File: config.mk
export PLATFORM = sky130hd
export DESIGN_NAME = sevenseg_scan_driver
export DESIGN_NICKNAME = d
export VERILOG_FILES = /design/src/rtl/sevenseg_pkg.sv /design/src/rtl/sevenseg_decoder.sv /design/src/rtl/sevenseg_scan_driver.sv
export SDC_FILE = /design/constraint.sdc
export NUM_CORES = 1
export LEC_CHECK = 0
export CAP_MARGIN = 15
export CORE_ASPECT_RATIO = 1.75
export CORE_MARGIN = 5
export CORE_UTILIZATION = 40
export DETAILED_ROUTE_END_ITERATION = 6
export MAX_ROUTING_LAYER = met4
export RECOVER_POWER = 25
export SLEW_MARGIN = 20
export SYNTH_ARGS = -nofsm -noshare
export SYNTH_HDL_FRONTEND = slang
export SYNTH_SLANG_ARGS = --single-unit
File: constraint.sdc
create_clock -name clk_100 -period 2.6 [get_ports clk_100]
set_input_delay 0.52 -clock clk_100 [delete_from_list [all_inputs] [get_ports clk_100]]
set_output_delay 0.52 -clock clk_100 [all_outputs]
set_load 0.01 [all_outputs]
File: src/rtl/sevenseg_pkg.sv
// Shared definitions for the multiplexed seven-segment driver: glyph table,
// pin polarity levels and the all-dark segment pattern.
package sevenseg_pkg;

    // Board pins are active-low: driving 0 lights a segment or selects an anode.
    localparam logic LVL_ON  = 1'b0;
    localparam logic LVL_OFF = 1'b1;

    // Active-low {CG..CA} pattern with every segment dark.
    localparam logic [6:0] SEG_OFF = 7'h7F;

    // Hex nibble to lit segments, active-high, bit order {CG,CF,CE,CD,CC,CB,CA}.
    function automatic logic [6:0] hex2seg(input logic [3:0] nib);
        logic [6:0] seg;
        case (nib)
            4'h0:    seg = 7'h3F;
            4'h1:    seg = 7'h06;
            4'h2:    seg = 7'h5B;
            4'h3:    seg = 7'h4F;
            4'h4:    seg = 7'h66;
            4'h5:    seg = 7'h6D;
            4'h6:    seg = 7'h7D;
            4'h7:    seg = 7'h07;
            4'h8:    seg = 7'h7F;
            4'h9:    seg = 7'h6F;
            4'hA:    seg = 7'h77;
            4'hB:    seg = 7'h7C;
            4'hC:    seg = 7'h39;
            4'hD:    seg = 7'h5E;
            4'hE:    seg = 7'h79;
            default: seg = 7'h71;
        endcase
        return seg;
    endfunction

endpackage

File: src/rtl/sevenseg_decoder.sv
// Combinational glyph decoder: nibble + decimal point to active-low pin levels.
// A blanked digit drives every segment and the DP dark.
module sevenseg_decoder
    import sevenseg_pkg::*;
(
    input  logic [3:0] nibble,
    input  logic       dp,
    input  logic       blank,
    output logic [6:0] seg_n,
    output logic       dp_n
);

    // Glyph lookup with polarity inversion; blank overrides everything.
    always_comb begin
        seg_n = SEG_OFF;
        dp_n  = LVL_OFF;
        if (!blank) begin
            seg_n = ~hex2seg(nibble);
            dp_n  = dp ? LVL_ON : LVL_OFF;
        end
    end

endmodule

File: src/rtl/sevenseg_scan_driver.sv
// Multiplexed seven-segment scan driver. A prescaler divides the clock into
// digit slots; new display data is staged and only swapped in on a frame
// boundary so a frame never mixes old and new digits. Each slot begins with
// a short anode-off guard window to suppress ghosting.
module sevenseg_scan_driver
    import sevenseg_pkg::*;
#(
    parameter int NUM_DIGITS   = 8,
    parameter int REFRESH_DIV  = 100000,
    parameter int GUARD_CYCLES = 16
) (
    input  logic                    clk_100,
    input  logic                    reset,
    input  logic [4*NUM_DIGITS-1:0] data_in,
    input  logic [NUM_DIGITS-1:0]   dp_in,
    input  logic [NUM_DIGITS-1:0]   digit_en,
    input  logic                    blank_lz,
    input  logic                    load,
    output logic                    load_ack,
    output logic                    frame_start,
    output logic                    CA,
    output logic                    CB,
    output logic                    CC,
    output logic                    CD,
    output logic                    CE,
    output logic                    CF,
    output logic                    CG,
    output logic                    DP,
    output logic [NUM_DIGITS-1:0]   AN
);

    localparam int PCNT_W = (REFRESH_DIV > 1) ? $clog2(REFRESH_DIV) : 1;
    localparam int IDX_W  = (NUM_DIGITS > 1) ? $clog2(NUM_DIGITS) : 1;
    localparam int DATA_W = 4 * NUM_DIGITS;

    localparam logic [PCNT_W-1:0] PCNT_LAST  = PCNT_W'(REFRESH_DIV - 1);
    localparam logic [PCNT_W-1:0] PCNT_GUARD = PCNT_W'(GUARD_CYCLES);
    localparam logic [IDX_W-1:0]  IDX_LAST   = IDX_W'(NUM_DIGITS - 1);

    // Scan state
    logic [PCNT_W-1:0]     pcnt_q, pcnt_d;
    logic [IDX_W-1:0]      idx_q, idx_d;
    logic                  tick;
    logic                  frame_end;

    // Staging and displayed data
    logic [DATA_W-1:0]     stage_data_q, stage_data_d;
    logic [NUM_DIGITS-1:0] stage_dp_q, stage_dp_d;
    logic                  pending_q, pending_d;
    logic [DATA_W-1:0]     disp_data_q, disp_data_d;
    logic [NUM_DIGITS-1:0] disp_dp_q, disp_dp_d;

    // Registered pin drivers
    logic                  load_ack_q, load_ack_d;
    logic                  frame_start_q, frame_start_d;
    logic [NUM_DIGITS-1:0] an_q, an_d;
    logic [6:0]            seg_q, seg_d;
    logic                  dp_q, dp_d;

    // Per-digit view of the displayed data
    logic [3:0]            nib [NUM_DIGITS];
    logic [NUM_DIGITS-1:0] digit_blank;
    logic [6:0]            dec_seg_n;
    logic                  dec_dp_n;
    logic                  cur_blank;

    for (genvar gi = 0; gi < NUM_DIGITS; gi++) begin : g_nib
        assign nib[gi] = disp_data_q[4*gi +: 4];
    end

    // Prescaler and digit index; a frame ends on the tick of the last digit.
    always_comb begin
        tick      = (pcnt_q == PCNT_LAST);
        frame_end = tick && (idx_q == IDX_LAST);
        pcnt_d    = tick ? '0 : pcnt_q + 1'b1;
        idx_d     = idx_q;
        if (tick) begin
            idx_d = (idx_q == IDX_LAST) ? '0 : idx_q + 1'b1;
        end
    end

    // Load handshake: stage mid-frame, swap at the frame boundary. A load
    // landing exactly on the boundary goes straight to the display and
    // supersedes anything still waiting in stage.
    always_comb begin
        stage_data_d = stage_data_q;
        stage_dp_d   = stage_dp_q;
        pending_d    = pending_q;
        disp_data_d  = disp_data_q;
        disp_dp_d    = disp_dp_q;
        load_ack_d   = 1'b0;
        if (frame_end) begin
            if (load) begin
                disp_data_d = data_in;
                disp_dp_d   = dp_in;
                pending_d   = 1'b0;
                load_ack_d  = 1'b1;
            end else if (pending_q) begin
                disp_data_d = stage_data_q;
                disp_dp_d   = stage_dp_q;
                pending_d   = 1'b0;
                load_ack_d  = 1'b1;
            end
        end else if (load) begin
            stage_data_d = data_in;
            stage_dp_d   = dp_in;
            pending_d    = 1'b1;
        end
    end

    // Blanking: scan from the top nibble down, remembering whether any
    // nonzero nibble has been seen; digit 0 always stays visible to blank_lz.
    always_comb begin
        logic seen_nz;
        seen_nz     = 1'b0;
        digit_blank = '0;
        for (int i = NUM_DIGITS - 1; i >= 0; i--) begin
            seen_nz        = seen_nz | (|disp_data_q[4*i +: 4]);
            digit_blank[i] = ~digit_en[i] | ((i != 0) & blank_lz & ~seen_nz);
        end
    end

    assign cur_blank = digit_blank[idx_q];

    sevenseg_decoder u_decoder (
        .nibble (nib[idx_q]),
        .dp     (disp_dp_q[idx_q]),
        .blank  (cur_blank),
        .seg_n  (dec_seg_n),
        .dp_n   (dec_dp_n)
    );

    // Pin values for the current slot; the anode waits out the guard window
    // while the segments already carry the new glyph.
    always_comb begin
        frame_start_d = (pcnt_q == '0) && (idx_q == '0);
        seg_d         = dec_seg_n;
        dp_d          = dec_dp_n;
        an_d          = {NUM_DIGITS{LVL_OFF}};
        if (!cur_blank && (pcnt_q >= PCNT_GUARD)) begin
            an_d[idx_q] = LVL_ON;
        end
    end

    // State and output registers with synchronous reset.
    always_ff @(posedge clk_100) begin
        if (reset) begin
            pcnt_q        <= '0;
            idx_q         <= '0;
            stage_data_q  <= '0;
            stage_dp_q    <= '0;
            pending_q     <= 1'b0;
            disp_data_q   <= '0;
            disp_dp_q     <= '0;
            load_ack_q    <= 1'b0;
            frame_start_q <= 1'b0;
            an_q          <= {NUM_DIGITS{LVL_OFF}};
            seg_q         <= SEG_OFF;
            dp_q          <= LVL_OFF;
        end else begin
            pcnt_q        <= pcnt_d;
            idx_q         <= idx_d;
            stage_data_q  <= stage_data_d;
            stage_dp_q    <= stage_dp_d;
            pending_q     <= pending_d;
            disp_data_q   <= disp_data_d;
            disp_dp_q     <= disp_dp_d;
            load_ack_q    <= load_ack_d;
            frame_start_q <= frame_start_d;
            an_q          <= an_d;
            seg_q         <= seg_d;
            dp_q          <= dp_d;
        end
    end

    assign load_ack    = load_ack_q;
    assign frame_start = frame_start_q;
    assign AN          = an_q;
    assign {CG, CF, CE, CD, CC, CB, CA} = seg_q;
    assign DP          = dp_q;

endmodule

==> results_tabular.tex, run 1 <==
\begin{tabular}{lr}
\hline
Metric & Value \\
\hline
\multicolumn{2}{l}{\textbf{Worst hold path}} \\
Start point of the worst hold path & reset \\
Hold EP & load\_ack \\
Hold/Removal Path Class & primary input to flop \\
Worst hold path cell count & 3 \\
\multicolumn{2}{l}{\textbf{Floorplanning}} \\
Die area & approximately 17,000 sq um \\
Chip width & around 100 microns \\
Area of the core region & approximately 14,000 sq um \\
Vertical die dimension & between 150 and 200 microns \\
Standard-cell rows & 57 \\
Boundary pin count & 70 \\
Initial Utilization & 0.407 \\
\multicolumn{2}{l}{\textbf{Routing}} \\
DR iter-0 viols & about 170 \\
Post-route DRC & 0 \\
Detailed-routing iteration count for the pre-antenna-repair pass & 4 \\
Sum of routed wire length over all layers & between 10 and 15 mm \\
Antenna Violating Nets Remaining & 0 \\
DR WL/cell & $\sim$16 microns \\
Via count normalized by instance count & $\sim$5.3 \\
Total number of vias & 4,305 \\
\multicolumn{2}{l}{\textbf{Worst setup path}} \\
Flop2flop setup slack & $\sim$0.19 ns \\
CP required & about 3 ns \\
Kind of critical path & flop to flop \\
Worst Setup Start Kind & flop \\
Start of the worst register-to-register path & idx\_q[2] \\
Endpoint of the lowest-slack register-to-register path & seg\_q[0] \\
Crit end category & flop \\
Critical path peak fanout & 20 \\
Arrival time reported for the critical path endpoint & approximately 2.8 ns \\
R2r worst-path depth & 7 \\
\multicolumn{2}{l}{\textbf{Clock tree}} \\
CTS tree & done \\
Number of hold-repair buffers added at the cts stage & 0 \\
Cell at the root of the clock tree & clkbuf\_16 \\
Quantity of gates resized following cts & 0 \\
Number of setup buffers added after CTS & 0 \\
CTS Sinks & roughly 120 \\
Clock latency on the worst-skew pair & 0.41 ns \\
Clock-pin slew reported for the worst setup and hold paths after clock tree synthesis & about 0.05 ns \\
Maximum level of the CTS H-tree & 4 \\
CTS Buf Count & 17 \\
Longest Clk Path Bufs & 2 \\
\multicolumn{2}{l}{\textbf{Power and ir drop}} \\
Switching share of power & 0.208 \\
Seq pwr share & 0.406 \\
Clock network power share & 0.527 \\
Internal power & around 3700 uW \\
Power consumption & $\sim$4700 uW \\
Leakage power total & $\sim$0.0027 uW \\
Power per standard cell area & roughly 660 nW/um\^{}2 \\
Proportion of power drawn by combinational gates & 0.068 \\
Net switching power of the design & slightly below 1000 uW \\
Worst vdd rail ir drop & around 0.00042 V \\
\multicolumn{2}{l}{\textbf{Timing}} \\
Final count of hold timing violations & 0 \\
Post-route worst setup slack & between 0.15 and 0.2 ns \\
Transition time at the pin with the least slew margin & approximately 0.71 ns \\
Worst clock skew & approximately 0.0067 ns \\
Share of the clock period used by the worst path & 0.928 \\
Final setup vio count & 0 \\
Slew headroom & 0.529 \\
Unrepaired setup endpoints after global routing & no \\
Setup Total Neg Slack & 0 ns \\
Tmin final & $\sim$2.4 ns \\
Fmax & $\sim$0.41 GHz \\
Number of pins with negative max-slew slack in the final report & 0 \\
\multicolumn{2}{l}{\textbf{Synthesis}} \\
Fraction of post-synthesis cell area in the top cell type by area & 0.421 \\
Yosys warning total & 0 \\
Fraction of registers with async set/reset & 0 \\
Post-synthesis sequential area ratio & 0.421 \\
Syn Nets & about 630 \\
Avg Cell Area, Syn & $\sim$10 sq um \\
Count of flip-flops with a built-in enable after synthesis & 0 \\
Synthesized instance count & 568 \\
Yosys cell types & 52 \\
Area contributors post-synth & dfxtp\_1 42\%, mux2i\_1 16\%, a211oi\_2 8.8\% \\
Synthesis-stage register bit count & around 120 \\
Most frequently used flop master after synthesis & dfxtp\_1 \\
Largest area contributor in the netlist & dfxtp\_1 \\
Synth Cell Area & about 5700 sq um \\
\multicolumn{2}{l}{\textbf{Placed design}} \\
Dpl hpwl & roughly 9.4 mm \\
Instance area at placement & $\sim$6500 sq um \\
Routability congestion estimate & 0.853 \\
Pre-CTS WS & -0.125 ns \\
\# port buffers & 69 \\
\multicolumn{2}{l}{\textbf{Final layout}} \\
Inserted Diodes & 0 \\
Most common cell after layout, fill and taps aside & dfxtp\_1 \\
Filler cell count & 1,322 \\
Most frequent cells in the layout & 119 x dfxtp\_1, 116 x nor2\_1, 88 x mux2i\_1 \\
Post-layout net count & roughly 700 \\
Post-route standard cell area excluding fillers & $\sim$7100 sq um \\
Area overhead of the layout relative to synthesis & 25.1\% \\
Share of cells above drive strength 1 & 0.164 \\
\multicolumn{2}{l}{\textbf{Run status}} \\
Result of the run & finished, final reports clean \\
\multicolumn{2}{l}{\textbf{Global routing}} \\
Overflow left after global routing & 0 \\
Via count of the first global-routing pass & approximately 4,300 \\
First-pass GRT wire length & between 20 and 25 mm \\
Global-route usage over all layers & 0.167 \\
Antenna violations before repair & 0 \\
Pin count of the biggest net entering global routing & 49 \\
\multicolumn{2}{l}{\textbf{Flow run}} \\
Number of max-capacitance violations reported & 0 \\
\hline
\end{tabular}
[critical path: stages, from the launching register on]
cell      delay [ns]
dfxtp_1         0.77
mux2_2          0.41
o22ai_1         0.26
a221oi_2        0.11
buf_4           0.22
or2_2           0.33
a21o_1          0.17
nand4_1         0.09
[sequential cells by signal, summed over array words and instances (netlist names)]
name          count
AN                8
frame_start       1
seg_q             7
disp_data_q      32
disp_dp_q         8
pcnt_q           17
stage_data_q     32
pending_q         1
DP                1
load_ack          1
stage_dp_q        8
idx_q             3
[cell type report]
class                           instances  area [sq um]  area share
Multi-Input combinational cell        394          2970       0.419
Sequential cell                       119          2380       0.336
Timing Repair Buffer                   86           845       0.119
Clock buffer                           22           474      0.0669
Tap cell                              177           221      0.0313
Clock inverter                          9           148      0.0208
Inverter                               12          45.0     0.00636
[power by group through the flow]
stage / registers, uW / clock network, uW / logic [uW]
floorplan: 1940 / 0 / 188
global placement: 1930 / 0 / 317
detailed placement: 1940 / 0 / 322
CTS: 1900 / 2520 / 324
global route: 1900 / 2600 / 346
finish: 1900 / 2470 / 317
[through the flow]
stage                     utilization  hold slack (ns)  instances
after floorplan                     -            0.453        568
after global placement          0.465            0.474        788
after detailed placement        0.465            0.483        788
after CTS                       0.510            0.445        819
after global routing            0.509            0.448        819
final                           0.509            0.459        819
[worst max path at each step]
stage                        start        to  slack, ns  depth (start not counted)
after floorplan           idx_q[0]  seg_q[4]       0.23                         11
after global routing      idx_q[2]  seg_q[4]      0.003                          6
after CTS                 idx_q[2]  seg_q[0]       0.20                          7
after detailed placement  blank_lz  seg_q[4]      -0.13                          8
after global placement    blank_lz  seg_q[4]      -0.10                          8
final                     idx_q[2]  seg_q[0]       0.19                          7
[cells in the mapped netlist (7+ instances only)]
master,n
nand3_1,12
buf_6,9
nand2_1,23
a21oi_1,10
a211oi_2,40
mux2i_1,88
buf_2,7
xor2_1,11
nand4_1,9
ha_1,11
nor2_1,116
clkbuf_1,18
dfxtp_1,119
inv_1,12
[cell families (layout without fill, tap and decap cells)]
logic type,count (synthesis),count (layout),synth area share
flip-flops,119,119,0.421
buffers and inverters,55,129,0.0539
AO/OA/AOI/OAI,75,75,0.134
XOR/XNOR,15,15,0.0232
AND/OR/NAND/NOR,197,197,0.164
adder cells (fa/ha/maj),11,11,0.0243
multiplexers,96,96,0.179
[layer usage]
| layer | part of all wire | track usage | up-vias |
|---|---|---|---|
| met5 | 0 | - | - |
| met4 | 0.025 | 0.0624 | 0 |
| met3 | 0.048 | 0.0450 | 21 |
| met2 | 0.52 | 0.279 | 110 |
| met1 | 0.41 | 0.189 | 2037 |
| li1 | - | - | 2137 |
Power figures use the tool's default switching activity.
==> inputs of run 2 (changes only) <==
CORE_MARGIN = 2   (was 5)
CTS_BUF_LIST = sky130_fd_sc_hd__clkbuf_8   (was not set)
==> results_tabular.tex, run 2 (synthesized netlist as in run 1, its figures left out) <==
\begin{tabular}{lr}
\hline
Metric & Value \\
\hline
\multicolumn{2}{l}{\textbf{Run status}} \\
Result of the run & finished, final reports clean \\
\multicolumn{2}{l}{\textbf{Routing}} \\
Post-route DRC & 0 \\
DR WL/cell & roughly 16 microns \\
Detailed-routing iteration count for the pre-antenna-repair pass & 4 \\
Antenna Violating Nets Remaining & 0 \\
Total number of vias & 4,310 \\
Via count normalized by instance count & $\sim$5.2 \\
DR iter-0 viols & between 200 and 250 \\
Sum of routed wire length over all layers & roughly 13 mm \\
\multicolumn{2}{l}{\textbf{Worst hold path}} \\
Hold/Removal Path Class & primary input to flop \\
\multicolumn{2}{l}{\textbf{Timing}} \\
Unrepaired setup endpoints after global routing & no \\
Fmax & approximately 0.43 GHz \\
Number of pins with negative max-slew slack in the final report & 0 \\
Slew headroom & 0.607 \\
Setup Total Neg Slack & 0 ns \\
Share of the clock period used by the worst path & 0.904 \\
Worst clock skew & roughly 0.016 ns \\
Tmin final & 2.35 ns \\
Final count of hold timing violations & 0 \\
Transition time at the pin with the least slew margin & about 0.59 ns \\
Final setup vio count & 0 \\
\multicolumn{2}{l}{\textbf{Clock tree}} \\
Maximum level of the CTS H-tree & 4 \\
Number of setup buffers added after CTS & 0 \\
Longest Clk Path Bufs & 2 \\
Number of hold-repair buffers added at the cts stage & 0 \\
Quantity of gates resized following cts & 0 \\
Clock latency on the worst-skew pair & approximately 0.43 ns \\
CTS Sinks & 119 \\
CTS Buf Count & 17 \\
Cell at the root of the clock tree & clkbuf\_8 \\
CTS tree & done \\
Clock-pin slew reported for the worst setup and hold paths after clock tree synthesis & about 0.070 ns \\
\multicolumn{2}{l}{\textbf{Worst setup path}} \\
Crit path cell chain & buf\_4 > nor2b\_1 > a32oi\_1 > o211ai\_1 > inv\_1 > o311ai\_0 \\
Largest stage delay on the critical path & roughly 0.70 ns \\
Arrival time reported for the critical path endpoint & around 2.7 ns \\
Crit end category & flop \\
Worst Setup Start Kind & flop \\
Cell type of the slowest stage on the worst timing path & dfxtp\_1 \\
CP required & around 3 ns \\
Critical path peak fanout & 17 \\
Kind of critical path & flop to flop \\
\multicolumn{2}{l}{\textbf{Power and ir drop}} \\
Power per standard cell area & $\sim$580 nW/um\^{}2 \\
Worst vdd rail ir drop & 0.000327 V \\
Leakage power total & 0.00265 uW \\
\multicolumn{2}{l}{\textbf{Final layout}} \\
Largest registers ranked by flip-flop count & disp\_data\_q x32, stage\_data\_q x32, pcnt\_q x17 \\
Post-route standard cell area excluding fillers & 6950 sq um \\
Post-layout net count & roughly 700 \\
Share of cells above drive strength 1 & 0.171 \\
Most common cell after layout, fill and taps aside & dfxtp\_1 \\
Filler cell count & around 1,300 \\
Most frequent cells in the layout & 119 x dfxtp\_1, 116 x nor2\_1, 88 x mux2i\_1 \\
Area overhead of the layout relative to synthesis & 22.8\% \\
Inserted Diodes & 0 \\
\multicolumn{2}{l}{\textbf{Floorplanning}} \\
Area of the core region & about 14,000 sq um \\
Boundary pin count & 70 \\
Die area & between 15,000 and 20,000 sq um \\
Chip width & $\sim$94 microns \\
Initial Utilization & 0.409 \\
Standard-cell rows & 57 \\
Vertical die dimension & 161 microns \\
\multicolumn{2}{l}{\textbf{Global routing}} \\
Via count of the first global-routing pass & between 4,000 and 5,000 \\
First-pass GRT wire length & roughly 21 mm \\
Overflow left after global routing & 0 \\
Global-route usage over all layers & 0.181 \\
Pin count of the biggest net entering global routing & between 80 and 90 \\
Antenna violations before repair & 0 \\
\multicolumn{2}{l}{\textbf{Placed design}} \\
Instance area at placement & approximately 6500 sq um \\
Routability congestion estimate & 0.898 \\
\# port buffers & around 70 \\
Dpl hpwl & approximately 9.4 mm \\
\multicolumn{2}{l}{\textbf{Flow run}} \\
Number of max-capacitance violations reported & 0 \\
\hline
\end{tabular}
-- run 2: changes by cell type in the layout (fill, tap and decap cells not counted) --
cell | previous run | this run
clkbuf_16 | 17 | 0
clkbuf_8 | 3 | 17
buf_12 | 3 | 6
inv_6 | 0 | 3
clkbuf_1 | 3 | 1
clkinv_4 | 0 | 2
clkinvlp_4 | 1 | 3
buf_4 | 14 | 13
clkinv_2 | 4 | 3
-- run 2: layout make-up --
type	instances	area [sq um]	share of cell area
multi-input combinational	394	2970	0.427
sequential	119	2380	0.343
timing repair buffer	88	897	0.129
clock buffer	17	234	0.0337
tap	177	221	0.0319
clock inverter	15	201	0.0290
inverter	12	45.0	0.00648
-- run 2: final timing paths --
| path | startpoint | endpoint | slack, ns | cells past startpoint |
|---|---|---|---|---|
| min | load | pending_q | 0.46 | 3 |
| max | idx_q[2] | seg_q[4] | 0.25 | 6 |
| max reg2reg | idx_q[2] | seg_q[4] | 0.25 | 6 |
| min reg2reg | stage_data_q[28] | stage_data_q[28] | 0.50 | 2 |
-- run 2: metal layers --
layer  track usage  wire length [microns]  share of wire  vias to the layer above
met1         0.193                   5150           0.40                     2046
met4        0.0810                    407          0.032                        0
met5             -                      0              0                        -
met2         0.317                   6870           0.54                       91
met3        0.0373                    420          0.033                       31
li1              -                      -              -                     2142
-- run 2: critical path, delay by kind of cell (launching register included) --
kind / cells / cell delay (ns)
AND/OR/NAND/NOR: 1 / 0.32
AO/OA/AOI/OAI: 3 / 0.77
buffers and inverters: 2 / 0.47
flip-flops: 1 / 0.70
-- run 2: where the power goes --
part	total, uW	internal (uW)	switching [uW]
Clock	1830	1050	778
Combinational	328	171	157
Sequential	1900	1870	24.7
-- run 2: stage by stage --
| step | power, uW | util | hold slack (ns) | std cells | setup WS [ns] |
|---|---|---|---|---|---|
| after CTS | 4110 | 0.503 | 0.445 | 822 | 0.287 |
| after floorplan | 2120 | - | 0.453 | 568 | 0.227 |
| after global placement | 2260 | 0.472 | 0.473 | 790 | -0.0802 |
| final | 4050 | 0.502 | 0.465 | 822 | 0.249 |
| after global routing | 4230 | 0.502 | 0.436 | 822 | 0.0437 |
| after detailed placement | 2270 | 0.472 | 0.484 | 790 | -0.0748 |
